### src/rtl/vector_op_master_if.sv
// Avalon-MM master bus bundle between vector_op_master and the vector
// accumulate register-file slave.
//   master_address/read/write/writedata : command, driven by the master
//   master_readdata                     : zero-latency read data from the slave
//   master_waitrequest                  : slave stall
interface vector_op_master_if #(
    parameter int ADDRESS_WIDTH = 3
);
    logic [ADDRESS_WIDTH-1:0] master_address;
    logic                     master_read;
    logic [31:0]              master_readdata;
    logic                     master_write;
    logic [31:0]              master_writedata;
    logic                     master_waitrequest;

    modport master (
        output master_address, master_read, master_write, master_writedata,
        input  master_readdata, master_waitrequest
    );

    modport slave (
        input  master_address, master_read, master_write, master_writedata,
        output master_readdata, master_waitrequest
    );
endinterface

### src/rtl/vector_op_master.sv
// Avalon-MM master that runs one job on the vector accumulate peripheral:
// operand writes, CTRL=ACTIVE, wait for done_irq (with watchdog), RESULT read,
// CTRL=IDLE. The result is presented with a one-cycle valid pulse.
//   clk, rst      : clock, asynchronous active-low reset
//   start         : job request, accepted only while IDLE
//   operands      : NUM_OPERANDS packed 32-bit words, latched on accept
//   busy          : high while a job is in flight
//   result        : last RESULT read, result_valid pulses when it updates
//   timeout_err   : sticky watchdog abort flag, cleared by the next accept
//   bus           : Avalon-MM master port
//   done_irq      : level done interrupt from the slave
module vector_op_master #(
    parameter int ADDRESS_WIDTH  = 3,
    parameter int NUM_OPERANDS   = 4,
    parameter int CTRL_ADDR      = 0,
    parameter int RESULT_ADDR    = 1,
    parameter int OPERAND_BASE   = 2,
    parameter int TIMEOUT_CYCLES = 1024
) (
    input  logic                       clk,
    input  logic                       rst,
    input  logic                       start,
    input  logic [32*NUM_OPERANDS-1:0] operands,
    output logic                       busy,
    output logic [31:0]                result,
    output logic                       result_valid,
    output logic                       timeout_err,
    vector_op_master_if.master         bus,
    input  logic                       done_irq
);
    localparam int IDX_W = $clog2(NUM_OPERANDS + 1);
    localparam int SEL_W = (NUM_OPERANDS > 1) ? $clog2(NUM_OPERANDS) : 1;
    localparam int WD_W  = (TIMEOUT_CYCLES > 1) ? $clog2(TIMEOUT_CYCLES) : 1;

    typedef enum logic [2:0] {
        IDLE, WR_OP, WR_START, WAIT_IRQ, SETTLE, RD_RESULT, WR_CLEAR
    } state_t;

    typedef struct packed {
        logic                     rd;
        logic                     wr;
        logic [ADDRESS_WIDTH-1:0] addr;
        logic [31:0]              data;
    } cmd_t;

    state_t                        state_q, state_d;
    logic [NUM_OPERANDS-1:0][31:0] ops_q, ops_d;
    logic [IDX_W-1:0]              idx_q, idx_d;
    logic [WD_W-1:0]               wdog_q, wdog_d;
    logic                          abort_q, abort_d;
    logic                          terr_q, terr_d;
    logic [31:0]                   res_q, res_d;
    logic                          rvld_q, rvld_d;
    cmd_t                          cmd_q, cmd_d;
    logic                          xfer_done;

    assign xfer_done = (cmd_q.rd | cmd_q.wr) & ~bus.master_waitrequest;

    always_ff @(posedge clk or negedge rst) begin
        if (!rst) begin
            state_q <= IDLE;
            ops_q   <= '0;
            idx_q   <= '0;
            wdog_q  <= '0;
            abort_q <= 1'b0;
            terr_q  <= 1'b0;
            res_q   <= '0;
            rvld_q  <= 1'b0;
            cmd_q   <= '0;
        end else begin
            state_q <= state_d;
            ops_q   <= ops_d;
            idx_q   <= idx_d;
            wdog_q  <= wdog_d;
            abort_q <= abort_d;
            terr_q  <= terr_d;
            res_q   <= res_d;
            rvld_q  <= rvld_d;
            cmd_q   <= cmd_d;
        end
    end

    always_comb begin
        state_d = state_q;
        ops_d   = ops_q;
        idx_d   = idx_q;
        wdog_d  = wdog_q;
        abort_d = abort_q;
        terr_d  = terr_q;
        res_d   = res_q;
        rvld_d  = 1'b0;
        cmd_d   = '0;

        case (state_q)
            IDLE: if (start) begin
                ops_d   = operands;
                terr_d  = 1'b0;
                abort_d = 1'b0;
                idx_d   = '0;
                state_d = WR_OP;
            end
            WR_OP: if (xfer_done) begin
                idx_d = idx_q + 1'b1;
                if (idx_q == IDX_W'(NUM_OPERANDS - 1)) state_d = WR_START;
            end
            WR_START: if (xfer_done) begin
                wdog_d  = '0;
                state_d = WAIT_IRQ;
            end
            WAIT_IRQ: begin
                // A stale irq on entry is taken as done; the clear-write keeps
                // that from happening in normal flow.
                if (done_irq) begin
                    state_d = SETTLE;
                end else if (wdog_q == WD_W'(TIMEOUT_CYCLES - 1)) begin
                    terr_d  = 1'b1;
                    abort_d = 1'b1;
                    state_d = WR_CLEAR;
                end else begin
                    wdog_d = wdog_q + 1'b1;
                end
            end
            // Slave updates RESULT one cycle after raising done_irq.
            SETTLE: state_d = RD_RESULT;
            RD_RESULT: if (xfer_done) begin
                res_d   = bus.master_readdata;
                state_d = WR_CLEAR;
            end
            WR_CLEAR: if (xfer_done) begin
                rvld_d  = ~abort_q;
                state_d = IDLE;
            end
            default: state_d = IDLE;
        endcase

        // Command is a function of the next state, so it is registered and
        // naturally holds while a stall keeps state/idx unchanged.
        case (state_d)
            WR_OP: begin
                cmd_d.wr   = 1'b1;
                cmd_d.addr = ADDRESS_WIDTH'(OPERAND_BASE) + ADDRESS_WIDTH'(idx_d);
                cmd_d.data = ops_d[idx_d[SEL_W-1:0]];
            end
            WR_START: begin
                cmd_d.wr   = 1'b1;
                cmd_d.addr = ADDRESS_WIDTH'(CTRL_ADDR);
                cmd_d.data = 32'h1;
            end
            RD_RESULT: begin
                cmd_d.rd   = 1'b1;
                cmd_d.addr = ADDRESS_WIDTH'(RESULT_ADDR);
            end
            WR_CLEAR: begin
                cmd_d.wr   = 1'b1;
                cmd_d.addr = ADDRESS_WIDTH'(CTRL_ADDR);
                cmd_d.data = 32'h0;
            end
            default: cmd_d = '0;
        endcase
    end

    assign busy                 = (state_q != IDLE);
    assign result               = res_q;
    assign result_valid         = rvld_q;
    assign timeout_err          = terr_q;
    assign bus.master_address   = cmd_q.addr;
    assign bus.master_read      = cmd_q.rd;
    assign bus.master_write     = cmd_q.wr;
    assign bus.master_writedata = cmd_q.data;
endmodule

### src/flat_wrapper.sv
// flat-port wrapper written by rule: the top's interface ports become plain ports
module vector_op_master_flat 
#(
    parameter int ADDRESS_WIDTH  = 3,
    parameter int NUM_OPERANDS   = 4,
    parameter int CTRL_ADDR      = 0,
    parameter int RESULT_ADDR    = 1,
    parameter int OPERAND_BASE   = 2,
    parameter int TIMEOUT_CYCLES = 1024
)
  (clk, rst, start, operands, busy, result, result_valid, timeout_err, done_irq, bus_master_address, bus_master_read, bus_master_write, bus_master_writedata, bus_master_readdata, bus_master_waitrequest);
  vector_op_master_if #(.ADDRESS_WIDTH(ADDRESS_WIDTH)) bus_i ();
  input  logic clk;
  input  logic rst;
  input  logic start;
  input  logic [32*NUM_OPERANDS-1:0] operands;
  output logic busy;
  output logic [31:0] result;
  output logic result_valid;
  output logic timeout_err;
  input  logic done_irq;
  output wire logic [$bits(bus_i.master_address)-1:0] bus_master_address;
  output wire logic [$bits(bus_i.master_read)-1:0] bus_master_read;
  output wire logic [$bits(bus_i.master_write)-1:0] bus_master_write;
  output wire logic [$bits(bus_i.master_writedata)-1:0] bus_master_writedata;
  input wire logic [$bits(bus_i.master_readdata)-1:0] bus_master_readdata;
  input wire logic [$bits(bus_i.master_waitrequest)-1:0] bus_master_waitrequest;
  assign bus_master_address = bus_i.master_address;
  assign bus_master_read = bus_i.master_read;
  assign bus_master_write = bus_i.master_write;
  assign bus_master_writedata = bus_i.master_writedata;
  assign bus_i.master_readdata = bus_master_readdata;
  assign bus_i.master_waitrequest = bus_master_waitrequest;
  vector_op_master #(.ADDRESS_WIDTH(ADDRESS_WIDTH), .NUM_OPERANDS(NUM_OPERANDS), .CTRL_ADDR(CTRL_ADDR), .RESULT_ADDR(RESULT_ADDR), .OPERAND_BASE(OPERAND_BASE), .TIMEOUT_CYCLES(TIMEOUT_CYCLES)) u_core (.clk(clk), .rst(rst), .start(start), .operands(operands), .busy(busy), .result(result), .result_valid(result_valid), .timeout_err(timeout_err), .bus(bus_i), .done_irq(done_irq));
endmodule
### config.mk
export PLATFORM = sky130hd
export DESIGN_NAME = vector_op_master_flat
export DESIGN_NICKNAME = d
export VERILOG_FILES = /design/src/rtl/vector_op_master_if.sv /design/src/rtl/vector_op_master.sv /design/src/flat_wrapper.sv
export SDC_FILE = /design/constraint.sdc
export NUM_CORES = 1
export LEC_CHECK = 0
export BUFFER_PORTS_ARGS = -buffer_cell sky130_fd_sc_hd__buf_2
export CAP_MARGIN = 10
export CORE_MARGIN = 2
export CORE_UTILIZATION = 48
export DETAILED_ROUTE_END_ITERATION = 10
export GPL_ROUTABILITY_DRIVEN = 0
export PLACE_DENSITY = 0.78
export SYNTH_ARGS = -nofsm -noshare
export SYNTH_HDL_FRONTEND = slang
export SYNTH_SLANG_ARGS = --single-unit
### constraint.sdc
create_clock -name clk -period 2.5 [get_ports clk]
set_input_delay 0.5 -clock clk [delete_from_list [all_inputs] [get_ports clk]]
set_output_delay 0.5 -clock clk [all_outputs]
set_load 0.1 [all_outputs]
; Word level (Yosys, flattened, before mapping)
; Cells that the tools add are included.
[totals]
word_cells = 77
input_bits = 165
regBits = 215
[classes]
n_addsub = 3
mux = 30
magnitude_cmp = 1
bitwise_logic = 4
n_reduce_logical = 8
n_eq_ne = 17
[ops]
columns = cell, count
row1 = $mux W128, 2
row2 = $bmux W32 S2, 1
row3 = $pmux W32 S2, 1
row4 = $mux W32, 1
row5 = $mux W10, 3
row6 = $mux W3, 10
row7 = $pmux W3 S7, 1
row8 = $pmux W10 S2, 1
row9 = $eq A3 B3 Y1 const B, 5
row10 = $eq A3 B2 Y1 const B, 4
row11 = $pmux W3 S2, 2
row12 = $add A10 B1 Y10 const B, 1
row13 = $eq A10 B10 Y1 const B, 1
row14 = $reduce_and A4 Y1, 2
row15 = $mux W1, 7
row16 = $eq A3 B1 Y1 const B, 2
row17 = $ne A2 B2 Y1 const B, 3
row18 = $ne A2 B1 Y1 const B, 2
row19 = $reduce_bool A2 Y1, 2
row20 = $add A2 B3 Y3 const A, 1
row21 = $add A3 B1 Y3 const B, 1
row22 = $logic_not A3 Y1, 1
row23 = $lt A2 B3 Y1 const B, 1
row24 = $reduce_bool A3 Y1, 1
row25 = 6 further kinds, 7

; Depth between registers and ports, before layout
[logic_depth]
ltp_word = 7
ltp_mapped = 9
mapped_depth_nobuf = 7

; Worst setup path before layout
; Ideal clock, no wire load.
[synth_timing]
path_type = reg2reg
startpoint = reg u_core.cmd_q, in the netlist u_core.bus.master_write
endpoint = reg u_core.cmd_q, in the netlist u_core.bus.master_writedata[8]
t_arrival_ns = 2.428
setup_slack_ns = -0.065
setup_ns = 0.136
stages_incl_launch_ff = 8
path_cell_list = dfrtp_1 -> o21bai_2 -> and3_1 -> buf_1 -> clkbuf_1 -> or4_1 -> o211ai_1 -> a21oi_1
[synth_rtl]
columns = item, line
row1 = "start, declared", vector_op_master.sv:54  ; cmd_t cmd_q, cmd_d;
row2 = "start signal, assigned", vector_op_master.sv:79  ; cmd_q <= cmd_d;

==> results.py <==
metrics = {
    "run_status": {
        "status": "complete, no violations",
    },
    "clock_tree": {
        "number_of_sinks_on_the_clock_net": 215,
        "cts_made_buffers": 23,
        "clkTransAtPathRegs_ps": 60,
        "clk_root_buffer_cell": "sky130_fd_sc_hd__clkbuf_16",
        "clk_latency_ps": 490,
        "cts.htree.levels": 1,
        "max-clock-path-buffers": 3,
        "cts_tree": "done",
    },
    "synth": {
        "async_flop_share": 1.00,
        "ys_seq_area_frac": 0.578,
        "netlist_instances": 698,
        "syn_area_per_cell_sq_um": 13.3,
        "postSynthNetCount": 866,
        "synth-edff-count": 0,
        "synth_area_sq_um": 9300,
        "synth_seq_cells": 215,
        "synth.yosys.warnings": 0,
        "postSynth.topFlopCell": "sky130_fd_sc_hd__dfrtp_1",
        "synth.lib_cells_used.distinct": 52,
    },
    "hold_path": {
        "class_of_the_tightest_hold_or_removal_check": "in -> async",
    },
    "worst_setup_path": {
        "timing.critical_path.fanout_max": 19,
        "worst_setup_path_endpoint": "u_core.bus.master_writedata[4]",
        "timing.rr.start": "u_core.state_q[2]",
        "worstPathArrival_ps": 2800,
        "cp-startpoint": "u_core.state_q[2]",
        "setup.worst_path.end_class": "register",
        "rrSetupSlack_ps": 50,
        "reg2regPathDepth": 8,
        "reg_to_reg_endpoint": "u_core.bus.master_writedata[4]",
        "critPathLaunchType": "register",
        "timing.critical_path.required_ps": 2860,
        "crit_type": "reg -> reg",
    },
    "sta": {
        "rsz0062_at_grt": "true",
        "worst_hold_slack_ps": 41.8,
        "timing.final.crit_share": 0.979,
        "finalSetupViolations": 0,
        "timing.final.ws_setup_ps": 53.7,
        "timing.max_slew.rel_slack": 0.581,
        "hold_violations": 0,
        "max_clock_freq_mhz": 409,
        "worst_pin_slew_ps": 628,
        "timing.final.crit_period_ps": 2450,
        "final_max_slew_viol_count": 0,
        "worst_clock_skew_ps": 6.74,
    },
    "routing": {
        "dr.first_iter.drc_count": 421,
        "drc_errors": 0,
        "routed_wl_um": 23500,
        "drt_first_pass_iters": 4,
        "detail_route.vias_per_cell": 5.56,
        "ant_nets": 0,
        "vias": 6899,
        "detail_route.wl_per_cell_um": 19.0,
    },
    "place": {
        "detailed_place_hpwl_um": 15700,
        "placement.io_buffers": 236,
        "post-place-ws_ps": -14.1,
        "post-place-cells": 1183,
    },
    "die": {
        "die_height_um": 143,
        "start_util": 0.492,
        "area_of_the_core_sq_um": 18900,
        "ios": 237,
        "rows": 50,
        "die_w_um": 143,
        "fp.dieArea_sq_um": 20500,
    },
    "pwr": {
        "cellPowerDensity_nw_per_um2": 1630,
        "power.static_leakage_nw": 5.60,
        "vdd.ir_drop.worst_v": 0.00135,
    },
    "layout": {
        "count_of_filler_cells_inserted_in_the_layout": 1491,
        "finalNonFillerCells": 1240,
        "nNetsFinal": 1129,
        "syn2layout_area_growth_pct": 28.5,
        "fraction_of_layout_cells_with_a_size_suffix_above_1": 0.482,
        "final_cell_mix": "235 x sky130_fd_sc_hd__buf_2, 213 x sky130_fd_sc_hd__dfrtp_1, 113 x sky130_fd_sc_hd__mux2_2, 62 x sky130_fd_sc_hd__o211ai_1, 59 x sky130_fd_sc_hd__or4_1",
        "final_core_utilization": 0.633,
        "final_common_cell": "sky130_fd_sc_hd__buf_2",
    },
    "global_route": {
        "globalRoute.totalOverflow": 0,
        "vias_in_the_first_global_route": 7041,
        "grt_first_pass_wirelength_um": 37000,
        "globalRouteTotalUtil": 0.225,
        "pin_count_of_the_biggest_net_entering_global_routing": 74,
        "initial_antenna_violation_count": 3,
    },
    "job": {
        "max_cap_viol_count": 0,
    },
}
==> metal layers <==
| layer | track usage | vias to the layer above | part of all wire |
|---|---|---|---|
| met2 | 0.356 | 282 | 0.47 |
| li1 | - | 3163 | - |
| met1 | 0.314 | 3403 | 0.43 |
| met3 | 0.0412 | 51 | 0.068 |
| met4 | 0.0789 | 0 | 0.028 |
| met5 | 0 | - | 0 |
==> where the power goes <==
group / switching [mW] / leakage [nW] / total [mW] / internal [mW]
clock: 1.32 / 0.371 / 3.32 / 2.00
sequential: 0.506 / 2.63 / 5.60 / 5.09
combinational: 7.07 / 2.59 / 10.6 / 3.51
==> Yosys cell counts (2+ instances only) <==
cell type | count | share of area
sky130_fd_sc_hd__dfrtp_1 | 215 | 0.58
sky130_fd_sc_hd__mux2_2 | 114 | 0.14
sky130_fd_sc_hd__or4_1 | 63 | 0.051
sky130_fd_sc_hd__o211ai_1 | 62 | 0.050
sky130_fd_sc_hd__mux2_1 | 46 | 0.056
sky130_fd_sc_hd__a21oi_1 | 36 | 0.019
sky130_fd_sc_hd__clkbuf_1 | 24 | 0.0097
sky130_fd_sc_hd__buf_2 | 20 | 0.011
sky130_fd_sc_hd__nand2_1 | 15 | 0.0061
sky130_fd_sc_hd__nor2_1 | 13 | 0.0052
sky130_fd_sc_hd__buf_6 | 9 | 0.011
sky130_fd_sc_hd__inv_1 | 8 | 0.0032
sky130_fd_sc_hd__nor3_1 | 5 | 0.0027
sky130_fd_sc_hd__or3_1 | 5 | 0.0034
sky130_fd_sc_hd__buf_4 | 4 | 0.0032
sky130_fd_sc_hd__nand3_1 | 4 | 0.0022
sky130_fd_sc_hd__nand4_1 | 4 | 0.0027
sky130_fd_sc_hd__nor4_1 | 4 | 0.0027
sky130_fd_sc_hd__xnor2_1 | 4 | 0.0038
sky130_fd_sc_hd__and3_1 | 3 | 0.0020
sky130_fd_sc_hd__ha_1 | 3 | 0.0040
sky130_fd_sc_hd__xor2_1 | 3 | 0.0028
sky130_fd_sc_hd__o21ai_0 | 2 | 0.0011
sky130_fd_sc_hd__o31a_1 | 2 | 0.0019
sky130_fd_sc_hd__o31ai_1 | 2 | 0.0016
sky130_fd_sc_hd__or2_2 | 2 | 0.0013
==> worst min-delay path by stage <==
stage	from	endpoint	slack, ps	cells past startpoint
2_1_floorplan	rst	u_core.abort_q	200	0
3_3_place_gp	u_core.ops_q[5]	u_core.ops_q[5]	460	1
3_5_place_dp	u_core.ops_q[58]	u_core.ops_q[58]	470	1
4_1_cts	rst	u_core.bus.master_writedata[13]	60	1
5_1_grt	rst	u_core.ops_q[106]	70	1
6_report	rst	u_core.bus.master_writedata[13]	40	1
==> what timing repair did <==
item,in CTS,in global routing
endpoints found under the hold margin,0,0
hold buffers,0,0
setup buffers,0,11
gates resized for setup,0,10
endpoints found under the setup margin,0,10
==> final cells by class <==
cell class                      instances  area (sq um)  share of cell area
Sequential cell                       215          5380               0.450
Multi-Input combinational cell        416          3610               0.302
Timing Repair Buffer                  296          1850               0.155
Inverter                                9          33.8             0.00282
Clock buffer                           33           683              0.0571
Antenna cell                            3          7.51            0.000628
Clock inverter                          8          70.1             0.00586
Tap cell                              260           325              0.0272
==> worst max-delay path, stage by stage (launching register included) <==
cell	delay, ps
sky130_fd_sc_hd__dfrtp_1	410
sky130_fd_sc_hd__nor4b_4	270
sky130_fd_sc_hd__buf_4	190
sky130_fd_sc_hd__buf_12	170
sky130_fd_sc_hd__buf_12	170
sky130_fd_sc_hd__mux2_1	350
sky130_fd_sc_hd__or4_1	520
sky130_fd_sc_hd__o211ai_1	110
sky130_fd_sc_hd__a21oi_1	110
==> state kept, by name, summed over array words and instances (netlist names) <==
name                         count
u_core.abort_q                   1
u_core.bus.master_address        3
u_core.bus.master_read           1
u_core.bus.master_write          1
u_core.bus.master_writedata     32
u_core.idx_q                     3
u_core.ops_q                   128
u_core.result                   32
u_core.result_valid              1
u_core.state_q                   3
u_core.wdog_q                   10
==> cell families (layout without fill, tap and decap cells) <==
group	Yosys count	in the layout	synth area share
buffers and inverters	67	346	0.0386
other	0	3	0
flip-flops	215	215	0.578
XOR/XNOR	7	7	0.00659
AO/OA/AOI/OAI	118	118	0.0873
multiplexers	161	161	0.195
adder cells (fa/ha/maj)	3	3	0.00403
AND/OR/NAND/NOR	127	127	0.0905
==> metrics by stage <==
stage / setup TNS (ps) / instance area, sq um / power [mW]
2_1_floorplan: 0 / 9310 / 13.5
3_3_place_gp: 0 / 11000 / 15.7
3_5_place_dp: -71.6 / 11000 / 15.9
4_1_cts: 0 / 11800 / 19.4
5_1_grt: -84.3 / 12000 / 20.5
6_report: 0 / 12000 / 19.5
(Power assumes the default switching activity.)
